File: config.mk
export PLATFORM = sky130hd
export DESIGN_NAME = audio_tone_writer
export DESIGN_NICKNAME = d
export VERILOG_FILES = /design/src/rtl/audio_tone_writer.sv
export SDC_FILE = /design/constraint.sdc
export NUM_CORES = 1
export LEC_CHECK = 0
export ABC_AREA = 1
export BUFFER_PORTS_ARGS = -buffer_cell sky130_fd_sc_hd__buf_2
export CAP_MARGIN = 20
export CORE_MARGIN = 2
export CORE_UTILIZATION = 40
export CTS_CLUSTER_DIAMETER = 30
export DETAILED_ROUTE_END_ITERATION = 10
export PLACE_DENSITY = 0.56
export SKIP_LAST_GASP = 1
export SLEW_MARGIN = 20
export SYNTH_ARGS = -nofsm -noshare
export SYNTH_HDL_FRONTEND = slang
export SYNTH_SLANG_ARGS = --single-unit
File: constraint.sdc
create_clock -name CLOCK_50 -period 3.9 [get_ports CLOCK_50]
set_input_delay 0.39 -clock CLOCK_50 [delete_from_list [all_inputs] [get_ports CLOCK_50]]
set_output_delay 0.39 -clock CLOCK_50 [all_outputs]
set_load 0.02 [all_outputs]
File: src/rtl/audio_tone_writer.sv
// Square-wave tone burst generator feeding the audio codec write port through
// the write/write_ready handshake; left and right carry the same sample.
module audio_tone_writer #(
  parameter int DATA_W = 24,
  parameter int HALF_W = 16,
  parameter int LEN_W  = 20
) (
  input  logic              CLOCK_50,
  input  logic              resetn,
  input  logic              start,
  input  logic [HALF_W-1:0] half_period,
  input  logic [LEN_W-1:0]  burst_len,
  input  logic [DATA_W-2:0] amplitude,
  input  logic              stop,
  input  logic              write_ready,
  output logic              write,
  output logic [DATA_W-1:0] writedata_left,
  output logic [DATA_W-1:0] writedata_right,
  output logic              busy,
  output logic              done
);

  typedef enum logic [1:0] {
    S_IDLE,
    S_WAIT,
    S_WRITE,
    S_NEXT
  } state_t;

  localparam logic [HALF_W-1:0] HALF_ONE = HALF_W'(1);
  localparam logic [LEN_W-1:0]  LEN_ONE  = LEN_W'(1);

  state_t              state_q, state_d;
  logic [HALF_W-1:0]   half_q, half_d;
  logic [LEN_W-1:0]    len_q, len_d;
  logic [DATA_W-2:0]   amp_q, amp_d;
  logic [HALF_W-1:0]   phase_q, phase_d;
  logic [LEN_W-1:0]    sample_q, sample_d;
  logic                pos_q, pos_d;
  logic                stop_pend_q, stop_pend_d;
  logic [DATA_W-1:0]   data_q, data_d;
  logic                write_q, write_d;
  logic                done_q, done_d;
  logic                busy_q, busy_d;

  logic [HALF_W-1:0]   half_eff;
  logic [DATA_W-1:0]   amp_ext;
  logic                last_sample;

  assign half_eff    = (half_q == '0) ? HALF_ONE : half_q;
  assign amp_ext     = {1'b0, amp_q};
  assign last_sample = (len_q != '0) && ((sample_q + LEN_ONE) == len_q);

  // NOTE: every signal written here gets a default first, so no path leaves
  // a value unassigned and no latch is inferred.
  always_comb begin
    state_d     = state_q;
    half_d      = half_q;
    len_d       = len_q;
    amp_d       = amp_q;
    phase_d     = phase_q;
    sample_d    = sample_q;
    pos_d       = pos_q;
    stop_pend_d = stop_pend_q;
    data_d      = data_q;
    write_d     = (state_q == S_WRITE);
    done_d      = 1'b0;

    unique case (state_q)
      S_IDLE: begin
        data_d      = '0;
        stop_pend_d = 1'b0;
        if (start) begin
          half_d   = half_period;
          len_d    = burst_len;
          amp_d    = amplitude;
          phase_d  = '0;
          sample_d = '0;
          pos_d    = 1'b1;
          data_d   = {1'b0, amplitude};
          state_d  = S_WAIT;
        end
      end
      S_WAIT: begin
        if (stop) begin
          state_d = S_IDLE;
          done_d  = 1'b1;
          data_d  = '0;
        end else if (write_ready) begin
          state_d = S_WRITE;
        end
      end
      S_WRITE: begin
        // Stop is only remembered here so the write in flight still lands.
        stop_pend_d = stop;
        state_d     = S_NEXT;
      end
      S_NEXT: begin
        sample_d = sample_q + LEN_ONE;
        if (phase_q == (half_eff - HALF_ONE)) begin
          phase_d = '0;
          pos_d   = ~pos_q;
        end else begin
          phase_d = phase_q + HALF_ONE;
        end
        data_d = pos_d ? amp_ext : -amp_ext;
        if (last_sample || stop_pend_q) begin
          state_d = S_IDLE;
          done_d  = 1'b1;
          data_d  = '0;
        end else begin
          state_d = S_WAIT;
        end
      end
      default: state_d = S_IDLE;
    endcase

    busy_d = (state_d != S_IDLE);
  end

  // NOTE: sequential state uses non-blocking assignments so every flop
  // samples its _d value from before the edge, independent of block order.
  always_ff @(posedge CLOCK_50 or negedge resetn) begin
    if (!resetn) begin
      state_q     <= S_IDLE;
      half_q      <= '0;
      len_q       <= '0;
      amp_q       <= '0;
      phase_q     <= '0;
      sample_q    <= '0;
      pos_q       <= 1'b0;
      stop_pend_q <= 1'b0;
      data_q      <= '0;
      write_q     <= 1'b0;
      done_q      <= 1'b0;
      busy_q      <= 1'b0;
    end else begin
      state_q     <= state_d;
      half_q      <= half_d;
      len_q       <= len_d;
      amp_q       <= amp_d;
      phase_q     <= phase_d;
      sample_q    <= sample_d;
      pos_q       <= pos_d;
      stop_pend_q <= stop_pend_d;
      data_q      <= data_d;
      write_q     <= write_d;
      done_q      <= done_d;
      busy_q      <= busy_d;
    end
  end

  assign write           = write_q;
  assign done            = done_q;
  assign busy            = busy_q;
  assign writedata_left  = data_q;
  assign writedata_right = data_q;

endmodule

# Word level (Yosys, flattened, before mapping)
# Cells that the tools add are included.
# word_totals
register_bits	126
out_inout_bits	51
wordCells	60
# classes
n_addsub	4
eq_ne	7
mux	24
bitwise	1
n_reduce_logical	12
# op_table
cell	n
24-bit two-way mux	3
24-bit one-hot mux with 3 select lines	1
16-bit two-way mux	3
20-bit one-hot mux with 2 select lines	1
16-bit one-hot mux with 2 select lines	1
23-bit negator with 24-bit output	1
23-bit two-way mux	1
20-bit by 1-bit adder with 20-bit output (second input constant)	1
20-bit equality test	1
20-bit two-way mux	1
20-bit nonzero test	1
16-bit by 1-bit adder with 16-bit output (second input constant)	1
16-bit equality test	1
16-bit logical NOT	1
16-bit by 1-bit subtractor with 16-bit output (second input constant)	1
2-bit one-hot mux with 4 select lines	1
1-bit two-way mux	6
2-bit two-way mux	3
1-bit one-hot mux with 2 select lines	3
2-bit AND reduction	3
2-bit nonzero test	3
2-bit equality test (second input constant)	2
2-bit != test (second input constant)	2
3-bit nonzero test	1
other kinds (5)	5

# Depth between registers and ports, before layout
# Gate-level depths: netlist of the first run.
# logic_depth
ltp_word	9
ltp_mapped	27
depth_no_buf	25

# Worst setup path before layout of the first run
# Ideal clock, no wire load.
# synth_path
kind	reg2reg
startpoint	register half_q[2]
endpoint	register data_q[15] (netlist: writedata_left[15])
setup_time_ns	0.073
arrival_ns	2.830
required_time_ns	3.827
path_slack_ns	0.997
path_stages_with_launch	26
path_buffers	3
cell_sequence	dfrtp_1 nor2_4 nand2_2 nor2_2 nand2_4 buf_6 nand2_4 inv_1 ha_1 nand2_2 inv_1 nand3_1 nand2_1 nand2_1 nand2_1 nor2_1 nand2_1 nor2_1 nand2_1 o21bai_4 nand2_2 buf_6 buf_6 nand2_2 nand3_1 a21oi_2
# synth_between
elab_chain_len	9
# synth_lines
element	line_no	text
start: declaration	34	logic [HALF_W-1:0] half_q, half_d;
start signal: assignment	139	half_q <= half_d;
16-bit logical NOT	50	assign half_eff = (half_q == '0) ? HALF_ONE : half_q;
16-bit two-way mux (*)	50	
16-bit by 1-bit subtractor with 16-bit output (*)	100	if (phase_q == (half_eff - HALF_ONE)) begin
16-bit equality test (*)	100	
1-bit two-way mux (*)	100	
1-bit two-way mux (*)	69	unique case (state_q)
24-bit two-way mux (*)	106	data_d = pos_d ? amp_ext : -amp_ext;
24-bit two-way mux (*)	107	if (last_sample || stop_pend_q) begin
24-bit one-hot mux with 3 select lines (*)	69	
end signal: assignment	146	data_q <= data_d;
end: declaration	41	logic [DATA_W-1:0] data_q, data_d;
# Every way passes the cells marked *; elsewhere a longest branch is shown, timed or not. The select of a mux whose other input is x is not followed.
# A chain may end at the register's enable or synchronous reset.

# Worst setup path after layout of the first run
# layout_path
startpoint	register half_q[1]
endpoint	register data_q[2] (netlist: writedata_left[2])
# The elaborated chain is that of the path after synthesis.

==> qor.yml, run 1 <==
drt_iter0_markers: 459
hold_buffers: 0
period_share: 0.843
io-pin-count: 115
holdWs_ps: -9.21
cts_resized: 0
hold_viol: 3
path_delay_family: "simple AND/OR/NAND/NOR gates"
dr.pass1.iters: 5
grt_overflow: 0
n_antenna_cell: 0
synth_top_family_by_area: "simple AND/OR/NAND/NOR gates"
synthSimpleGateAreaFrac: 0.310
syn_nets: 1132
slew_headroom: 0.320
wl_per_cell_um: 14.7
clockRootBuffer: "clkbuf_16"
antenna_found_initial: 0
start_util: 0.404
drc_errors: 0
hp-class: "in2async"
grt_pass1_wl_um: 33900
clkLatencyLatePin_ps: 420
port_buffers: 114
core_sq_um: 19300
num_vias: 7083
ys_seq_area_frac: 0.404
wirelength_um: 20900
tns_ps: 0
rsz0062_at_grt: "no"
max_freq_mhz: 304
status: "complete, but fails checks"
synthMuxAreaShare: 0.0173
fp.dieH_um: 144
path_buf_inv: 3
finish.net_count: 1223
gp_congestion: 0.865
final_common_cell: "nand2_1"
synth_xor_area_frac: 0.0538
postRouteAntennaNets: 0
syn_inst: 1060
ctsLongestPathBuffers: 2
postCtsSetupBuffers: 0
ys_ff_latch: 126
synth_ff_type: "dfrtp_1"
crit_slowest_cell: "dfrtp_1"
synth_compound_area_frac: 0.103
grt_pass1_vias: 6817
grt_max_degree: 97
tightest_slew_ps: 1020
peakVddDrop_mv: 0.448
cts_sinks: 126
r2r_cells: 23
num_rows: 51
synth_warnings: 0
cts_buffers: 17
die_w_um: 144
drv_slew: 0
design.die.area_sq_um: 20700
cp.arrival_ps: 3630
async_flop_share: 1.00
crit_fanout: 19
grt_use_total: 0.209
crit_path_start_kind: "register"
worst-path-stages: 23
finalClockSkew_ps: 12.7
cts_tree: "built"
clk_pin_slew_ps: 60
layout_common_cells: "nand2_1 (222), nor2_1 (140), dfrtp_1 (126)"
final.min_clock_period_ps: 3290
slowest_delay_ps: 400
criticalPathCategory: "reg2reg"
synth_edf_count: 0
violations: "negative hold slack"
fill_cells: 1982
synthAdderAreaFrac: 0.0128
cts_max_level: 4
routed_via_density: 4.96
synthDistinctLibCells: 39
synth_area_sq_um: 7810
crit_chain: "nor2_1 -> nand2_2 -> nor2_2 -> nand2_4 -> nand2_4 -> inv_1 -> ha_1 -> nand2_2 -> inv_1 -> nand3_1 -> nand2_1 -> nand2_1 -> nand2_1 -> nor2_1 -> nand2_1 -> nor2_1 -> nand2_1 -> o21bai_4 -> nand2_2 -> buf_4 -> nand2_1 -> nand3_1 -> a21oi_1"
power.leakage_uw: 0.00436
dp_hpwl_um: 15200
end_kind: "register"
crit_required_ps: 4240
setup_viol: 0
drive_gt1_frac: 0.175
max_cap_violations: 0
avgSynthCellArea_sq_um: 7.37
crit_top_cell: "nand2_1"
syn_to_final_growth_pct: 17.1
total_power_uw: 6750
p_per_area_nw_per_um2: 738
[layout make-up]
class,instances,area (sq um),share of cell area
clock inverter,13,189,0.0207
multi-input combinational,759,3890,0.426
inverter,120,450,0.0492
tap,265,332,0.0363
sequential,126,3150,0.345
timing repair buffer,127,674,0.0737
clock buffer,19,453,0.0495
[metrics by stage]
stage               setup slack (ps)  hold slack [ps]  cells   util  cell area [sq um]
floorplan                        997             94.4   1060      -               7810
CTS                              589              132   1429  0.473               9150
finish                           612            -9.21   1429  0.473               9150
detailed placement               607              478   1397  0.440               8500
global route                     264              166   1429  0.473               9150
global placement                 651              474   1397  0.440               8500
[metal layers]
layer | GRT usage | up-vias | wire length [um]
li1 | - | 3615 | -
met1 | 0.294 | 3287 | 10200
met2 | 0.335 | 164 | 9650
met3 | 0.0373 | 17 | 906
met4 | 0.0511 | 0 | 195
met5 | 0 | - | 0
[state kept, by name, indices dropped and copies added, names as in the netlist]
signal,count
writedata_left,24
done,1
half_q,16
busy,1
amp_q,23
write,1
sample_q,20
len_q,20
phase_q,16
stop_pend_q,1
state_q,2
pos_q,1
[power breakdown]
part	total [uW]	internal (uW)	switching (uW)	leakage, uW
combinational	2810	980	1830	0.00252
sequential	2210	1770	438	0.00154
clock	1740	1100	630	0.000297
[logic make-up (layout without fill, tap and decap cells)]
kind of cell	Yosys count	in the layout
AND/OR/NAND/NOR	548	548
flip-flops	126	126
XOR/XNOR	48	48
AO/OA/AOI/OAI	143	143
adder cells (fa/ha/maj)	8	8
buffers and inverters	175	279
multiplexers	12	12
[cell usage after synthesis, types with 2 or more instances]
| cell type | number | area (sq um) |
|---|---|---|
| buf_4 | 24 | 180 |
| ha_1 | 8 | 100 |
| nand2_4 | 2 | 22.5 |
| nor2_1 | 140 | 526 |
| clkbuf_1 | 25 | 93.8 |
| o21ai_1 | 2 | 10.0 |
| o22ai_1 | 28 | 175 |
| nand4_1 | 20 | 125 |
| nor2_4 | 5 | 56.3 |
| xor2_1 | 39 | 342 |
| buf_6 | 3 | 33.8 |
| nand2_1 | 223 | 837 |
| nor4_1 | 7 | 43.8 |
| nand2_2 | 10 | 62.6 |
| nor2_2 | 3 | 18.8 |
| o21ai_0 | 25 | 125 |
| a22oi_1 | 5 | 37.5 |
| a21oi_2 | 3 | 26.3 |
| and2_1 | 2 | 12.5 |
| nor3_1 | 14 | 70.1 |
| a21oi_1 | 74 | 370 |
| nand3_2 | 2 | 20.0 |
| nor3_2 | 2 | 20.0 |
| buf_2 | 3 | 15.0 |
| inv_1 | 119 | 447 |
| dfrtp_1 | 126 | 3150 |
| xnor2_1 | 9 | 78.8 |
| nand3b_1 | 4 | 30.0 |
| nand3_1 | 112 | 561 |
| mux2_2 | 12 | 135 |
[final timing paths]
| check | startpoint | to | slack, ps |
|---|---|---|---|
| min | resetn | len_q[15] | -9 |
| max | half_q[1] | writedata_left[2] | 610 |
| max in group asynchronous | resetn | len_q[1] | 3070 |
| max reg2reg | half_q[1] | writedata_left[2] | 610 |
| min reg2reg | stop_pend_q | stop_pend_q | 490 |
| min in group CLOCK_50 | burst_len[18] | len_q[18] | 200 |
Note: power is estimated with default switching activity, not from simulation.
==> run 2: changes to the inputs <==
- clock period: 3.9 -> 3.3 ns (I/O delays scaled with it)
==> run 2 against run 1 <==
Net effect:
- the run now ends clean
- design area up 0.55%
- worst setup slack worse by 280 ps
- die area unchanged
- critical endpoint is now writedata_left[1]
- sequential power rose by 18%
- worst hold slack gained 150 ps
- via count is 0.95% higher
- clock skew barely moved
- non-clock buffer count rose by 6
- largest power group unchanged
- sequential share of layout area is 0.15 points lower
- utilization grew 0.26 points
- first-iteration DRC count grew 22%
- global-route usage grew 0.51 points
==> qor.yml, run 2 (same netlist as run 1, synthesis figures left out) <==
fin_area_sq_um: 9200  # +0.55%
num_vias: 7150  # +0.95%
hold_viol: 0  # -3
power.leakage_uw: 0.00439  # +0.69%
period_share: 0.899  # +0.0562
design.die.area_sq_um: 20700  # unchanged
die_w_um: 144  # unchanged
syn_to_final_growth_pct: 17.7
routed_via_density: 4.99  # +0.59%
crit_slowest_cell: "dfrtp_1"
clk_pin_slew_ps: 60  # about the same
gp_congestion: 0.863  # -0.21%
grt_pass1_wl_um: 34700  # +2.2%
postPlaceCellArea_sq_um: 8580  # +0.94%
finalClockSkew_ps: 13.0  # +0.314 ps
wl_per_cell_um: 14.7  # +0.23%
p_per_area_nw_per_um2: 848  # +15%
final_util: 0.476  # +0.00259
crit_path_start_kind: "register"
crit_top_cell: "nand2_1"
crit_chain: "nor2_4 -> nand2_2 -> nor2_2 -> nand2_4 -> nand2_4 -> inv_1 -> ha_1 -> xor2_1 -> or2_2 -> and2_1 -> nand2_1 -> nor2_1 -> nand3_1 -> nor3_2 -> nand3_2 -> nand2_2 -> buf_12 -> nand2_1 -> nand2_1 -> nand2_1 -> a21oi_1"
dp_hpwl_um: 15300  # +0.70%
wirelength_um: 21100  # +0.58%
regArea_sq_um: 3160  # +0.12%
wl_met1_um: 10300  # +1.4%
start_util: 0.404  # unchanged
core_sq_um: 19300  # unchanged
antenna_found_initial: 0  # unchanged
clkLatencyLatePin_ps: 430  # about the same
final_common_cell: "nand2_1"
max_cap_violations: 0  # unchanged
cts_sinks: 126  # unchanged
cp.arrival_ps: 3310  # -320 ps
clockRootBuffer: "clkbuf_16"
crit_fanout: 19  # unchanged
crit_required_ps: 3650  # -590 ps
criticalPathCategory: "reg2reg"
hp-class: "in2reg"
r2r_cells: 21  # -8.7%
status: "finished, final reports clean"
largest_reg_flops: 24  # unchanged
drive_gt1_frac: 0.185  # +0.00952
cts_buffers: 17  # unchanged
slowest_delay_ps: 440  # +40 ps
startpoint: "half_q[3]"
grt_pass1_vias: 6971  # +2.3%
finish.net_count: 1229  # +0.49%
final.min_clock_period_ps: 2970  # -321 ps
worst_r2r_endpoint: "writedata_left[1]"
endpoint: "writedata_left[1]"
drv_slew: 0  # unchanged
cts_max_level: 4  # unchanged
tns_ps: 0  # unchanged
num_rows: 51  # unchanged
ctsLongestPathBuffers: 2  # unchanged
drt_iter0_markers: 561  # +22%
path_buf_inv: 2  # -1
dr_wl_met2_um: 9620  # -0.30%
r2r_start: "half_q[3]"
slew_headroom: 0.559  # +0.240
path_delay_family: "simple AND/OR/NAND/NOR gates"
worst-path-stages: 21  # -8.7%
n_antenna_cell: 0  # unchanged
dr.pass1.iters: 5  # unchanged
max_freq_mhz: 337  # +11%
setup_viol: 0  # unchanged
wl_met3_um: 880  # -2.9%
end_kind: "register"
worst-r2r-setup-slack_ps: 330  # -280 ps
postRouteAntennaNets: 0  # unchanged
cts_tree: "built"
drc_errors: 0  # unchanged
grt_overflow: 0  # unchanged
multi_input_area_sq_um: 3920  # +0.64%
fp.dieH_um: 144  # unchanged
tightest_slew_ps: 658  # -362 ps
grt_max_degree: 112  # +15%
io-pin-count: 115  # unchanged
port_buffers: 114  # unchanged
top_layer: "met4"
fill_cells: 1954  # -1.4%
rsz0062_at_grt: "no"
holdWs_ps: 138  # +147 ps
grt_use_total: 0.214  # +0.00514
peakVddDrop_mv: 0.820  # +83%
layout_common_cells: "nand2_1 (221), nor2_1 (135), dfrtp_1 (123)"
==> run 2: metrics by stage <==
step | worst slack, ps | instances | total power [uW]
finish | 332 | 1434 | 7800
global route | 10.9 | 1434 | 8420
CTS | 251 | 1433 | 7840
detailed placement | 257 | 1401 | 6000
global placement | 302 | 1401 | 5980
floorplan | 397 | 1060 | 5090
==> run 2: worst min-delay path by stage <==
| stage | endpoint | depth (start not counted) | start |
|---|---|---|---|
| after floorplan | amp_q[0] | 0 | resetn |
| final | half_q[15] | 2 | half_period[15] |
| after global routing | len_q[18] | 2 | burst_len[18] |
| after CTS | len_q[18] | 2 | burst_len[18] |
| after global placement | sample_q[15] | 1 | resetn |
| after detailed placement | len_q[15] | 1 | resetn |
==> run 2: area by class of cell <==
cell class	instances	share of cell area
Tap cell	265	0.0361
Inverter	120	0.0493
Multi-Input combinational cell	759	0.426
Clock inverter	10	0.00966
Clock buffer	21	0.0512
Sequential cell	126	0.343
Timing Repair Buffer	133	0.0844
==> run 2: power by group <==
part	total, uW	switching, uW	leakage (uW)	internal (uW)
clock network	1810	718	0.000279	1090
logic	3390	2180	0.00258	1200
registers	2610	514	0.00154	2100
total	7800	3420	0.00439	4380
==> run 2: worst register-to-register path, delay by kind of cell (launching register included) <==
| family | cells | cell delay [ps] |
|---|---|---|
| and+or+nand+nor | 16 | 1660 |
| DFF | 1 | 440 |
| xor gates and xnor gates | 1 | 240 |
| adders and majority gates | 1 | 230 |
| buffers and inverters | 2 | 220 |
| AOI/OAI and AO/OA | 1 | 110 |
==> run 2: routing by layer <==
| metal | track usage | vias to the layer above |
|---|---|---|
| li1 | - | 3636 |
| met1 | 0.299 | 3316 |
| met2 | 0.342 | 176 |
| met3 | 0.0403 | 22 |
| met4 | 0.0568 | 0 |
| met5 | 0 | - |
==> run 2: repair_timing <==
| action | 4_1_cts | 5_1_grt |
|---|---|---|
| hold buffers | 1 | 0 |
| hold endpoints to repair | 62 | 0 |
| endpoints found under the setup margin | 0 | 22 |
| buffers inserted | 0 | 1 |
| resized for setup | 0 | 13 |
==> run 3: changes to the inputs <==
- CELL_PAD_IN_SITES_DETAIL_PLACEMENT: not set -> 1
- CELL_PAD_IN_SITES_GLOBAL_PLACEMENT: not set -> 1
- PLACE_DENSITY: 0.56 -> 0.74
==> run 3 against run 2 <==
Net effect:
- first-iteration DRC count down 39%
- global-route usage up 2.6 points
- clock skew up 1.8 ps
- critical path depth up 2
- sequential share of layout area down 0.28 points
- via count up 4.3%
- fmax down 3.0%
- utilization up 0.38 points
- clock power up 5%
- register-to-register slack worse by 90 ps
- non-clock buffer count up 7
- die area unchanged
==> qor.yml, run 3 (same netlist as run 1, synthesis figures left out) <==
use_met1: 0.324  # +0.0243
clkLatencyLatePin_ps: 430  # about the same
fin_area_sq_um: 9270  # +0.79%
tightest_slew_ps: 799  # +141 ps
drv_slew: 0  # unchanged
crit_path_start_kind: "register"
placedCellCount: 1404  # +0.21%
ctsLongestPathBuffers: 2  # unchanged
grt_pass1_wl_um: 39300  # +13%
postRouteAntennaNets: 0  # unchanged
wirelength_um: 23600  # +12%
die_w_um: 144  # unchanged
slew_headroom: 0.467  # -0.0921
period_share: 0.927  # +0.0280
syn_to_final_growth_pct: 18.6
drc_errors: 0  # unchanged
crit_required_ps: 3660  # about the same
fill_cells: 2451  # +25%
tns_ps: 0  # unchanged
cts_tree: "built"
cp.arrival_ps: 3420  # +110 ps
clk_pin_slew_ps: 70  # about the same
status: "finished, final reports clean"
dr.pass1.iters: 4  # -1
num_rows: 51  # unchanged
grtUsageMet2: 0.407  # +0.0644
routed_via_density: 5.17  # +3.7%
gp_congestion: 0.821  # -4.8%
hold_viol: 0  # unchanged
final.min_clock_period_ps: 3060  # +92.3 ps
postPlaceCellArea_sq_um: 8590  # +0.12%
hp-class: "in2reg"
cts_sinks: 126  # unchanged
dp_hpwl_um: 17100  # +11%
power.leakage_uw: 0.00443  # +0.92%
core_sq_um: 19300  # unchanged
wl_per_cell_um: 16.4  # +12%
final_common_cell: "nand2_1"
fp.dieH_um: 144  # unchanged
antenna_found_initial: 0  # unchanged
grtUsageMet3: 0.0343  # -0.00600
grt_max_degree: 112  # unchanged
layout_common_cells: "nand2_1 (222), nor2_1 (136), dfrtp_1 (124)"
crit_fanout: 18  # -1
finalNonFillerCells: 1442  # +0.56%
place_ws_ps: 130  # -128 ps
design.die.area_sq_um: 20700  # unchanged
largest_reg_flops: 24  # unchanged
num_vias: 7458  # +4.3%
cts_max_level: 4  # unchanged
n_antenna_cell: 0  # unchanged
holdWs_ps: 132  # -6.74 ps
start_util: 0.404  # unchanged
layout_setup_ws_ps: 240  # -92.3 ps
p_per_area_nw_per_um2: 868  # +2.4%
port_buffers: 114  # unchanged
grt_pass1_vias: 7667  # +10%
drive_gt1_frac: 0.190  # +0.00554
cts_buffers: 17  # unchanged
drt_iter0_markers: 345  # -39%
busiest_layer: "met2"
finalClockSkew_ps: 14.9  # +1.85 ps
peakVddDrop_mv: 0.473  # -42%
criticalPathCategory: "reg2reg"
grt_use_total: 0.240  # +0.0255
end_kind: "register"
max_cap_violations: 0  # unchanged
setup_viol: 0  # unchanged
max_freq_mhz: 327  # -3.0%
clockRootBuffer: "clkbuf_16"
finish.net_count: 1236  # +0.57%
grt_overflow: 0  # unchanged
io-pin-count: 115  # unchanged
==> run 3: cell count changes in the layout (fill, tap and decap cells not counted), moves of 2 or more <==
cell / previous run / this run
nand2_2: 11 / 9
buf_4: 13 / 22
clkbuf_8: 3 / 0
inv_6: 1 / 4
clkinv_2: 5 / 2
clkinvlp_4: 1 / 4
==> run 3: worst max-delay path, cell delays in order (launching register included) <==
cell	delay (ps)
dfrtp_1	420
nor2_4	140
nand2_2	110
nor2_4	180
nand2_4	70
nand2_4	60
inv_1	40
ha_2	220
nand2_4	100
inv_1	100
nand3_1	140
nand2_1	80
nand2_1	100
nand2_1	70
nor2_1	120
nand2_1	60
nor2_1	130
nand2_1	120
o21bai_4	150
nand2_2	120
buf_12	180
nand2_2	50
nand3_1	90
a21oi_2	140
==> run 3: power breakdown <==
part | internal [uW] | switching, uW
registers | 2090 | 515
logic | 1240 | 2300
clock network | 1120 | 776
total | 4450 | 3600
==> run 3: routing by layer <==
metal,share of wire,vias up,wire (um)
li1,-,3641,-
met1,0.47,3658,11100
met2,0.48,133,11500
met3,0.032,26,761
met4,0.014,0,339
met5,0,-,0
==> run 3: what timing repair did <==
item,CTS,global route
hold buffers,1,0
hold endpoints to repair,5,0
setup buffers,0,5
gates resized for setup,0,12
endpoints found under the setup margin,0,23
==> run 3: layout make-up <==
cell class / instances / area [sq um] / area share
clock buffer: 17 / 425 / 0.0459
tap: 265 / 332 / 0.0358
clock inverter: 15 / 161 / 0.0174
multi-input combinational: 759 / 3930 / 0.424
timing repair buffer: 140 / 812 / 0.0876
inverter: 120 / 453 / 0.0489
sequential: 126 / 3160 / 0.340
==> run 3: path summary, 6_finish.rpt <==
check | from | endpoint | slack [ps] | depth (start not counted)
setup reg to reg | half_q[4] | writedata_left[15] | 240 | 23
hold reg to reg | stop_pend_q | stop_pend_q | 510 | 2
min in group asynchronous | resetn | len_q[15] | 510 | 2
setup / recovery | half_q[4] | writedata_left[15] | 240 | 23
hold / removal | burst_len[2] | len_q[2] | 130 | 2
max in group asynchronous | resetn | sample_q[3] | 2040 | 3
==> run 3: stage by stage <==
stage	utilization	power, uW
3_3_place_gp	0.445	6010
3_5_place_dp	0.445	6120
6_report	0.479	8050
4_1_cts	0.475	8070
5_1_grt	0.479	8650
2_1_floorplan	-	5090
